$ cat config.mk
export PLATFORM = sky130hd
export DESIGN_NAME = decode_queue_stage
export DESIGN_NICKNAME = d
export VERILOG_FILES = /design/src/rtl/decode_queue_stage.sv
export SDC_FILE = /design/constraint.sdc
export NUM_CORES = 1
export LEC_CHECK = 0
export BUFFER_PORTS_ARGS = -buffer_cell sky130_fd_sc_hd__buf_2
export CAP_MARGIN = 20
export CORE_ASPECT_RATIO = 0.75
export CORE_MARGIN = 2
export CORE_UTILIZATION = 50
export CTS_CLUSTER_DIAMETER = 60
export DETAILED_ROUTE_END_ITERATION = 6
export PLACE_DENSITY = 0.73
export RECOVER_POWER = 100
export SLEW_MARGIN = 10
export SYNTH_ARGS = -nofsm -noshare
export SYNTH_HDL_FRONTEND = slang
export SYNTH_SLANG_ARGS = --single-unit
$ cat constraint.sdc
create_clock -name clk -period 5 [get_ports clk]
set_clock_uncertainty 0.1 [all_clocks]
set_input_delay 0.5 -clock clk [delete_from_list [all_inputs] [get_ports clk]]
set_output_delay 0.5 -clock clk [all_outputs]
set_load 0.005 [all_outputs]
$ cat src/rtl/decode_queue_stage.sv
// decode_queue_stage
//   Instruction-decode stage between fetch and register-read/execute.
//   Fetched words enter a small FIFO. The head entry is decoded
//   combinationally and then loaded into an output register. The condition
//   field is evaluated against live NZCV flags, which can be bypassed from
//   execute.
//
// Handshakes (valid/ready on both sides):
//   A transfer happens on a rising edge where valid && ready are both high.
//   A producer holds its valid and payload until it sees that transfer. The
//   ready signal may depend on state, and on flush at the input side.
//   in_ready never depends on in_valid.
//
// Ports:
//   clk, reset        clock; asynchronous active-high reset
//   in_valid/in_ready/in_instr   fetch side
//   flush             drops the queue and the output register at the next edge
//   cpsr              architectural CPSR (NZCV in [31:28])
//   flag_wr_valid/flag_wr_nzcv   flags being written by execute (bypass)
//   out_valid/out_ready          decode side
//   rm, rn, rd, shift, rotate, imm12, br_offset, cond   instruction fields
//   set_flags, is_imm, iclass, alu_ctl                  decode results
//   exec, undef       condition-pass / undefined indication
//   q_count           queue occupancy
//   stat_issued/stat_skipped/stat_undef   handshake counters
//
// Optional feature: define DECODE_STATS_EN to build the saturating 16-bit
// handshake counters. Without it, the stat ports are present and tied to 0.
module decode_queue_stage #(
  parameter int INSTR_W     = 32,
  parameter int QUEUE_DEPTH = 4,
  parameter int ALUCTL_W    = 11,
  localparam int PTR_W      = $clog2(QUEUE_DEPTH),
  localparam int CNT_W      = PTR_W + 1
) (
  input  logic                clk,
  input  logic                reset,
  input  logic                in_valid,
  output logic                in_ready,
  input  logic [INSTR_W-1:0]  in_instr,
  input  logic                flush,
  input  logic [31:0]         cpsr,
  input  logic                flag_wr_valid,
  input  logic [3:0]          flag_wr_nzcv,
  output logic                out_valid,
  input  logic                out_ready,
  output logic [3:0]          rm,
  output logic [3:0]          rn,
  output logic [3:0]          rd,
  output logic [7:0]          shift,
  output logic [3:0]          rotate,
  output logic [11:0]         imm12,
  output logic [23:0]         br_offset,
  output logic [3:0]          cond,
  output logic                set_flags,
  output logic                is_imm,
  output logic [2:0]          iclass,
  output logic [ALUCTL_W-1:0] alu_ctl,
  output logic                exec,
  output logic                undef,
  output logic [CNT_W-1:0]    q_count,
  output logic [15:0]         stat_issued,
  output logic [15:0]         stat_skipped,
  output logic [15:0]         stat_undef
);

  typedef enum logic [2:0] {
    IC_DP_REG = 3'd0,
    IC_DP_IMM = 3'd1,
    IC_B      = 3'd2,
    IC_BL     = 3'd3,
    IC_LDR    = 3'd4,
    IC_STR    = 3'd5,
    IC_UNDEF  = 3'd7
  } iclass_e;

  // ---------------- instruction queue ----------------
  logic [INSTR_W-1:0] mem_q [QUEUE_DEPTH];
  logic [PTR_W-1:0]   wptr_q, wptr_d, rptr_q, rptr_d;
  logic [CNT_W-1:0]   count_q, count_d;
  logic               full, empty, push, load;
  logic               out_valid_q, out_valid_d;

  assign full     = (count_q == CNT_W'(QUEUE_DEPTH));
  assign empty    = (count_q == '0);
  // Ready is computed from full alone, so a pop in the same cycle does not
  // make room.
  assign in_ready = !full && !flush;
  assign push     = in_valid && in_ready;
  assign load     = (!out_valid_q || out_ready) && !empty && !flush;

  always_comb begin
    wptr_d  = wptr_q;
    rptr_d  = rptr_q;
    count_d = count_q;
    if (flush) begin
      wptr_d  = '0;
      rptr_d  = '0;
      count_d = '0;
    end else begin
      if (push) wptr_d = wptr_q + PTR_W'(1);
      if (load) rptr_d = rptr_q + PTR_W'(1);
      case ({push, load})
        2'b10:   count_d = count_q + CNT_W'(1);
        2'b01:   count_d = count_q - CNT_W'(1);
        default: count_d = count_q;
      endcase
    end
  end

  always_ff @(posedge clk or posedge reset) begin
    if (reset) begin
      wptr_q  <= '0;
      rptr_q  <= '0;
      count_q <= '0;
    end else begin
      wptr_q  <= wptr_d;
      rptr_q  <= rptr_d;
      count_q <= count_d;
    end
  end

  // Storage does not need a reset: occupancy alone defines which entries are valid.
  always_ff @(posedge clk) begin
    if (push) mem_q[wptr_q] <= in_instr;
  end

  // ---------------- decode of the head entry ----------------
  logic [31:0]         head_w;
  logic [7:0]          op;
  logic [2:0]          dec_iclass;
  logic [ALUCTL_W-1:0] dec_alu, dp_alu;
  logic [3:0]          dec_rm, dec_rd;
  logic                dec_sf, dec_imm, dp_ok;

  assign head_w = mem_q[rptr_q][31:0];
  assign op     = head_w[27:20];

  always_comb begin
    dec_iclass = IC_UNDEF;
    dec_alu    = '0;
    dec_rm     = head_w[3:0];
    dec_rd     = head_w[15:12];
    dec_sf     = 1'b0;
    dec_imm    = 1'b0;
    dp_ok      = 1'b1;
    dp_alu     = '0;
    // {I, opcode} selects the ALU operation. Only ADD/MOV/CMP exist in immediate form.
    case ({op[5], op[4:1]})
      5'b0_0000: dp_alu = ALUCTL_W'(3);   // AND
      5'b0_0001: dp_alu = ALUCTL_W'(5);   // EOR
      5'b0_0010: dp_alu = ALUCTL_W'(2);   // SUB
      5'b0_0100: dp_alu = ALUCTL_W'(0);   // ADD
      5'b0_1000: dp_alu = ALUCTL_W'(9);   // TST
      5'b0_1001: dp_alu = ALUCTL_W'(10);  // TEQ
      5'b0_1010: dp_alu = ALUCTL_W'(8);   // CMP
      5'b0_1100: dp_alu = ALUCTL_W'(4);   // ORR
      5'b0_1101: dp_alu = ALUCTL_W'(6);   // MOV
      5'b0_1110: dp_alu = ALUCTL_W'(11);  // BIC
      5'b0_1111: dp_alu = ALUCTL_W'(7);   // MVN
      5'b1_0100: dp_alu = ALUCTL_W'(1);   // ADD #imm
      5'b1_1101: dp_alu = ALUCTL_W'(12);  // MOV #imm
      5'b1_1010: dp_alu = ALUCTL_W'(13);  // CMP #imm
      default:   dp_ok  = 1'b0;
    endcase

    if (op[7:6] == 2'b00) begin
      if (dp_ok) begin
        dec_iclass = op[5] ? IC_DP_IMM : IC_DP_REG;
        dec_alu    = dp_alu;
        dec_sf     = op[0];
        dec_imm    = op[5];
      end
    end else if (op[7:4] == 4'b1010) begin
      dec_iclass = IC_B;
      dec_alu    = ALUCTL_W'(31);
    end else if (op[7:4] == 4'b1011) begin
      dec_iclass = IC_BL;
      dec_alu    = ALUCTL_W'(32);
    end else if (op[7:6] == 2'b01) begin
      if (op[0]) begin
        dec_iclass = IC_LDR;
        dec_alu    = ALUCTL_W'(41);
      end else begin
        // A store reads its data register, which sits in the Rd slot of the word.
        dec_iclass = IC_STR;
        dec_alu    = ALUCTL_W'(42);
        dec_rm     = head_w[15:12];
        dec_rd     = 4'd0;
      end
    end
  end

  // ---------------- output register ----------------
  logic [31:0]         instr_q;
  logic [2:0]          iclass_q;
  logic [ALUCTL_W-1:0] alu_q;
  logic [3:0]          rm_q, rd_q;
  logic                sf_q, imm_q;

  always_comb begin
    out_valid_d = out_valid_q;
    if (flush)          out_valid_d = 1'b0;
    else if (load)      out_valid_d = 1'b1;
    else if (out_ready) out_valid_d = 1'b0;
  end

  always_ff @(posedge clk or posedge reset) begin
    if (reset) begin
      out_valid_q <= 1'b0;
      instr_q     <= '0;
      iclass_q    <= '0;
      alu_q       <= '0;
      rm_q        <= '0;
      rd_q        <= '0;
      sf_q        <= 1'b0;
      imm_q       <= 1'b0;
    end else begin
      out_valid_q <= out_valid_d;
      if (load) begin
        instr_q  <= head_w;
        iclass_q <= dec_iclass;
        alu_q    <= dec_alu;
        rm_q     <= dec_rm;
        rd_q     <= dec_rd;
        sf_q     <= dec_sf;
        imm_q    <= dec_imm;
      end
    end
  end

  assign out_valid = out_valid_q;
  assign rm        = rm_q;
  assign rd        = rd_q;
  assign rn        = instr_q[19:16];
  assign shift     = instr_q[11:4];
  assign rotate    = instr_q[11:8];
  assign imm12     = instr_q[11:0];
  assign br_offset = instr_q[23:0];
  assign cond      = instr_q[31:28];
  assign set_flags = sf_q;
  assign is_imm    = imm_q;
  assign iclass    = iclass_q;
  assign alu_ctl   = alu_q;
  assign q_count   = count_q;
  assign undef     = (iclass_q == IC_UNDEF);

  // ---------------- condition evaluation ----------------
  logic [3:0] nzcv;
  logic       f_n, f_z, f_c, f_v, cond_pass;
  logic       unused_cpsr_bits;

  assign unused_cpsr_bits = ^cpsr[27:0];
  // Flags being written this cycle override the architectural copy.
  assign nzcv = flag_wr_valid ? flag_wr_nzcv : cpsr[31:28];
  assign {f_n, f_z, f_c, f_v} = nzcv;

  always_comb begin
    cond_pass = 1'b0;
    case (instr_q[31:28])
      4'h0: cond_pass = f_z;
      4'h1: cond_pass = !f_z;
      4'h2: cond_pass = f_c;
      4'h3: cond_pass = !f_c;
      4'h4: cond_pass = f_n;
      4'h5: cond_pass = !f_n;
      4'h6: cond_pass = f_v;
      4'h7: cond_pass = !f_v;
      4'h8: cond_pass = f_c && !f_z;
      4'h9: cond_pass = !f_c || f_z;
      4'hA: cond_pass = (f_n == f_v);
      4'hB: cond_pass = (f_n != f_v);
      4'hC: cond_pass = !f_z && (f_n == f_v);
      4'hD: cond_pass = f_z || (f_n != f_v);
      4'hE: cond_pass = 1'b1;
      default: cond_pass = 1'b0;
    endcase
  end

  assign exec = cond_pass && !undef;

  // ---------------- optional handshake statistics ----------------
`ifdef DECODE_STATS_EN
  logic [15:0] st_iss_q, st_skp_q, st_und_q;
  logic        hs;

  assign hs = out_valid_q && out_ready;

  always_ff @(posedge clk or posedge reset) begin
    if (reset) begin
      st_iss_q <= '0;
      st_skp_q <= '0;
      st_und_q <= '0;
    end else if (hs) begin
      if (exec && st_iss_q != 16'hFFFF)             st_iss_q <= st_iss_q + 16'd1;
      if (!exec && !undef && st_skp_q != 16'hFFFF)  st_skp_q <= st_skp_q + 16'd1;
      if (undef && st_und_q != 16'hFFFF)            st_und_q <= st_und_q + 16'd1;
    end
  end

  assign stat_issued  = st_iss_q;
  assign stat_skipped = st_skp_q;
  assign stat_undef   = st_und_q;
`else
  assign stat_issued  = '0;
  assign stat_skipped = '0;
  assign stat_undef   = '0;
`endif

endmodule

=== After elaboration in Yosys (flattened, before gate mapping) ===
Memory sizes are Yosys's and may differ from the RTL's.
Index checks and enable logic that the tools add are counted.

* Register bits: 64
* Bits in writable memories: 128
* Output and inout bits: 135
* Word-level logic and storage cells: 122
* Memories: 1

{| class="wikitable"
|+ Memory list
! name !! words !! width !! rd ports !! clocked after Yosys merged registers in !! write ports !! line !! text
|-
| mem_q || 4 || 32 || 1 || 0 || 1 || 78 || <nowiki>logic [INSTR_W-1:0] mem_q [QUEUE_DEPTH];</nowiki>
|}

* Add/subtract/negate cells: 4
* Equality and inequality tests: 36
* Mux-type cells: 42
* Reduce and logical (&&, ||, !) cells: 28

{| class="wikitable"
|+ Operators with widths
! cell !! number
|-
| one-hot mux 4 bit (13 select lines) || 1
|-
| 2-to-1 mux 4 bit || 11
|-
| == test 4 bit, second input constant || 9
|-
| == test 5 x 4 -> 1 bit, second input constant || 7
|-
| 2-to-1 mux 11 bit || 2
|-
| 2-to-1 mux 6 bit || 3
|-
| == test 4 x 3 -> 1 bit, second input constant || 4
|-
| == test 5 bit, second input constant || 3
|-
| 2-to-1 mux 3 bit || 5
|-
| one-hot mux 1 bit (15 select lines) || 1
|-
| OR reduction 14 bit || 1
|-
| 2-to-1 mux 1 bit || 12
|-
| 2-to-1 mux 2 bit || 6
|-
| zero test 1 bit || 9
|-
| == test 4 x 2 -> 1 bit, second input constant || 2
|-
| logical AND 1 bit || 7
|-
| == test 3 bit, second input constant || 2
|-
| one-hot mux 3 bit (2 select lines) || 1
|-
| nonzero test 3 bit || 2
|-
| == test 5 x 1 -> 1 bit, second input constant || 1
|-
| == test 5 x 2 -> 1 bit, second input constant || 1
|-
| == test 5 x 3 -> 1 bit, second input constant || 1
|-
| zero test 5 bit || 1
|-
| adder 2 x 1 -> 2 bit, second input constant || 2
|-
| other kinds (12) || 16
|}

=== Longest topological paths before layout ===
* Word-level depth: 7
* Gate-level depth with buffers: 11
* Gate-level depth less buffers: 9

=== Worst setup path after synthesis ===
Ideal clock, no wire load.

* Path type: register -> register
* From: reg count_q[0] (netlist: q_count[0])
* To: reg count_q[2] (netlist: q_count[2])
* Data arrival time: 2768 ps
* Path slack: 2000 ps
* Stages on the path, launching flop included: 12
* Cells stage by stage: dfrtp_1 nor3_1 nor2_1 nand2_1 clkbuf_1 buf_1 nor2_1 fa_1 or3_1 mux2i_1 xnor2_1 nor2_1

* Cells in the longest elaborated chain, start to end: 7

{| class="wikitable"
|+ RTL lines
! what !! line !! text
|-
| from (decl) || 80 || <nowiki>logic [CNT_W-1:0] count_q, count_d;</nowiki>
|-
| from (signal assigned) || 119 || <nowiki>count_q <= count_d;</nowiki>
|-
| == test 3 bit or zero test 3 bit (tied branches) || 84, 85 ||
|-
| zero test 1 bit, on equally long branches || 88, 90 ||
|-
| logical AND 1 bit, on equally long branches || 88, 90 ||
|-
| logical AND 1 bit, on equally long branches || 89, 90 ||
|-
| == test 2 x 1 -> 1 bit or == test 2 bit (tied branches) || 103 || <nowiki>case ({push, load})</nowiki>
|-
| one-hot mux 3 bit (2 select lines) || 103 ||
|-
| 2-to-1 mux 3 bit || 96 || <nowiki>if (flush) begin</nowiki>
|}

Parallel ways exist; a longest one is shown, timed or not.
A chain may end at the register's enable or synchronous reset.

=== Worst setup path after layout ===
* From: reg count_q[2] (netlist: q_count[2])
* To: mem mem_q[3][6], enable pin

* Cells in the longest elaborated chain, start to end: 6

{| class="wikitable"
|+ RTL lines
! what !! line !! text
|-
| == test 3 bit || 84 || <nowiki>assign full = (count_q == CNT_W'(QUEUE_DEPTH));</nowiki>
|-
| zero test 1 bit || 88 || <nowiki>assign in_ready = !full && !flush;</nowiki>
|-
| logical AND 1 bit || 88 ||
|-
| logical AND 1 bit || 89 || <nowiki>assign push = in_valid && in_ready;</nowiki>
|-
| 2-to-1 mux 1 bit || 125 || <nowiki>if (push) mem_q[wptr_q] <= in_instr;</nowiki>
|-
| 2-to-1 mux 1 bit (implied by the code) || 125 ||
|-
| to (decl) || 78 ||
|}

No other way between the ends.

==> impl_metrics.yaml <==
run_status:
  outcome: "complete, but fails checks"
  violations: "capacitance limit, slew limit"
layout:
  regArea_sq_um: 5220
  multi_input_area_sq_um: 2290
  syn_to_final_growth_pct: 10.6
  drive_above_1_share_pct: 18.3
  nets: 743
  nFillCells: 1300
clocking:
  clk_pin_slew_ps: 60
  cts_resized: 0
  clock-sinks: 183
  postCtsSetupBuffers: 0
  clockBufferDepth: 2
  ctsHtreeMaxLevel: 4
  clk_latency_ps: 430
  hold_buffers: 0
  cts_tree: "done"
  cts-buffers-inserted: 17
  clockRootBuffer: "clkbuf_16"
sta:
  finalCriticalPeriod_ps: 3540
  finalCritPeriodShare_pct: 70.7
  drv_slew: 136
  setup_slack_ps: 1460
  grt_setup_unrepaired: "no"
  worstMarginPinSlew_ps: 3040
  hold_viol: 0
  maxSlewHeadroom_pct: -103
  setup-tns-final_ps: 0
  setup_viol: 0
  fmaxAchievable_ghz: 0.283
  hold_ws_ps: 230
global_routing:
  grt_start_max_net_pins: 56
  grt_pass1_vias: 4410
  grt_pass1_wl_mm: 23.8
  antenna_found_initial: 3
  grt_usage_pct: 18.9
  overflow: 0
yosys:
  syn_inst: 569
  synthTopCellsByArea: "edfxtp_1 (48%), dfrtp_1 (17%), mux4_2 (8.7%), buf_4 (7.5%), nand2_1 (4.5%)"
  ys_ff_latch: 183
  netlist.area_leader.share_pct: 47.7
  synth_flop_cell: "edfxtp_1"
  synth_area_per_cell_sq_um: 14.2
  ys_seq_area_share_pct: 64.7
  synthesis.area_sq_um: 8070
  synth-edff-count: 128
  synth_top_cell_by_area: "edfxtp_1"
  yosysWarnings: 0
  yosysUniqueCellTypes: 55
  async_flop_share_pct: 30.1
critical_path:
  crit_top_cell: "nor3b_1"
  crit_path_top_delay_cell: "and2_1"
  cp_slowest_stage_delay_ps: 1410
  path_cells: "nor3b_1, nor3b_1, and2_1"
  critPathKind: "flop to flop"
  cp_max_fo: 32
  start_kind: "flop"
  required_ps: 4920
  arrival_ps: 3460
  crit_path_end_kind: "flop"
routing:
  routed_wl_mm: 15.4
  via_per_inst: 5.27
  drt-pass1-iter-count: 5
  ant_nets: 0
  wl_per_cell_um: 17.3
  drc: 0
  vias: 4682
  drtIter0Drc: 272
power_and_ir_drop:
  p_seq_share_pct: 45.3
  peakVddDrop_v: 0.000240
  p_sw_w: 0.00155
  intPower_w: 0.00325
  p_comb_share_pct: 28.7
  power_density_nw_per_um2: 538
  switching_share_pct: 32.3
  p_leak_nw: 3.42
  pwr-share-clk_pct: 26.0
floorplanning:
  io_pins: 209
  core_sq_um: 15900
  rows: 40
  die_area_sq_um: 17200
  start_util_pct: 50.7
  chipHeight_um: 114
  die_x_um: 151
placed_design:
  dpl.hpwl_mm: 9.86
  gp_congestion: 0.799
  portBuffers: 127
  post-place-ws_ps: 1980
worst_hold_path:
  hold_class: "input port to flop"
run:
  maxCapViolCount: 3
[logic make-up (layout without fill, tap and decap cells)]
group,Yosys count,count (layout),share of synthesized area [%]
buf+inv,115,171,9.45
xor+xnor,7,7,0.760
fa+ha+maj,5,5,0.869
compound gates,54,54,4.30
simple gates,158,158,8.89
mux,46,46,11.0
flops,183,183,64.7
other cells,1,54,0.0465
[registers in the layout, indices dropped and copies added (netlist names)]
register,cells
rptr_q,2
rd,4
q_count,3
set_flags,1
is_imm,1
instr_q,28
rm,4
out_valid,1
mem_q,128
alu_ctl,6
iclass,3
wptr_q,2
[Yosys cell counts, types with 2 or more instances]
cell and count:
mux2_2 4, mux2i_1 9, a21oi_1 12, nor2_1 23
o31ai_1 2, nor3_1 8, nand4_1 2, clkbuf_1 15
buf_2 6, buf_4 81, a21o_1 2, o21ai_0 10
nand2_1 96, nand2b_1 3, dfrtp_1 55, xor2_1 2
inv_1 7, nor2b_1 3, o221ai_1 3, edfxtp_1 128
and2_1 6, mux4_1 2, ha_1 4, or3_1 2
o21ai_1 5, nand4b_1 2, a22o_1 3, a31oi_1 4
xnor2_1 5, nand3_1 2, o211ai_1 2, and3_1 2
mux4_2 31, buf_1 3, a211oi_1 5
[worst max-delay path: cells and delay by family, from the launching register on]
| kind | cells | cell delay, ps |
|---|---|---|
| AND/OR/NAND/NOR | 3 | 2570 |
| flip-flops | 1 | 420 |
[path summary, 6_finish.rpt]
kind / startpoint / endpoint / slack (ps) / depth (start not counted)
worst min register to register: instr_q[22] / instr_q[22] / 370 / 2
worst max-delay path: q_count[2] / mem_q[3][6] / 1460 / 3
max in group asynchronous: reset / rptr_q[1] / 1730 / 3
worst max register to register: q_count[2] / mem_q[3][6] / 1460 / 3
worst min-delay path: in_instr[4] / mem_q[0][4] / 230 / 1
min in group asynchronous: reset / instr_q[15] / 1130 / 3
[power groups by stage]
stage / clock [W] / sequential, W / combinational [W]
global route: 0.00134 / 0.00222 / 0.00156
global placement: 0 / 0.00218 / 0.00140
detailed placement: 0 / 0.00221 / 0.00143
finish: 0.00125 / 0.00217 / 0.00138
CTS: 0.00128 / 0.00218 / 0.00143
floorplan: 0 / 0.00210 / 0.00113
[layer usage]
layer	track usage [%]	part of all wire, %	vias up
met1	25.7	44	2327
met2	29.1	45	207
li1	-	-	2125
met4	5.42	1.0	4
met3	7.00	9.1	19
met5	0	0.20	-
[final cells by class]
class | instances | area share [%]
diodes | 1 | 0.0281
clock buffers | 29 | 6.02
clock inverters | 3 | 0.182
inverters | 8 | 0.337
multi-input cells | 323 | 25.6
flip-flops and latches | 183 | 58.5
well taps | 210 | 2.95
repair buffers | 131 | 6.33
[metrics by stage]
stage                     area, sq um  utilization [%]  std cells  total power [W]
after CTS                        9030             56.7        887          0.00489
final                            8920             56.0        888          0.00480
after global routing             8920             56.0        887          0.00511
after floorplan                  8260                -        621          0.00323
after detailed placement         8470             53.2        855          0.00363
after global placement           8470             53.2        855          0.00358
[cell usage in the layout, fill, tap and decap left out, types with 4 or more instances in the layout]
cell type / instances
buf_2: 52
a21oi_1: 12
nand2_1: 95
o21ai_0: 15
nor2_1: 23
mux2_2: 4
clkbuf_1: 83
a211oi_1: 5
xnor2_1: 5
mux4_2: 31
conb_1: 53
ha_1: 4
nor3_1: 7
edfxtp_1: 128
dfrtp_1: 54
inv_1: 7
a31oi_1: 4
mux2i_1: 9
clkbuf_16: 19
(Power assumes the default switching activity.)
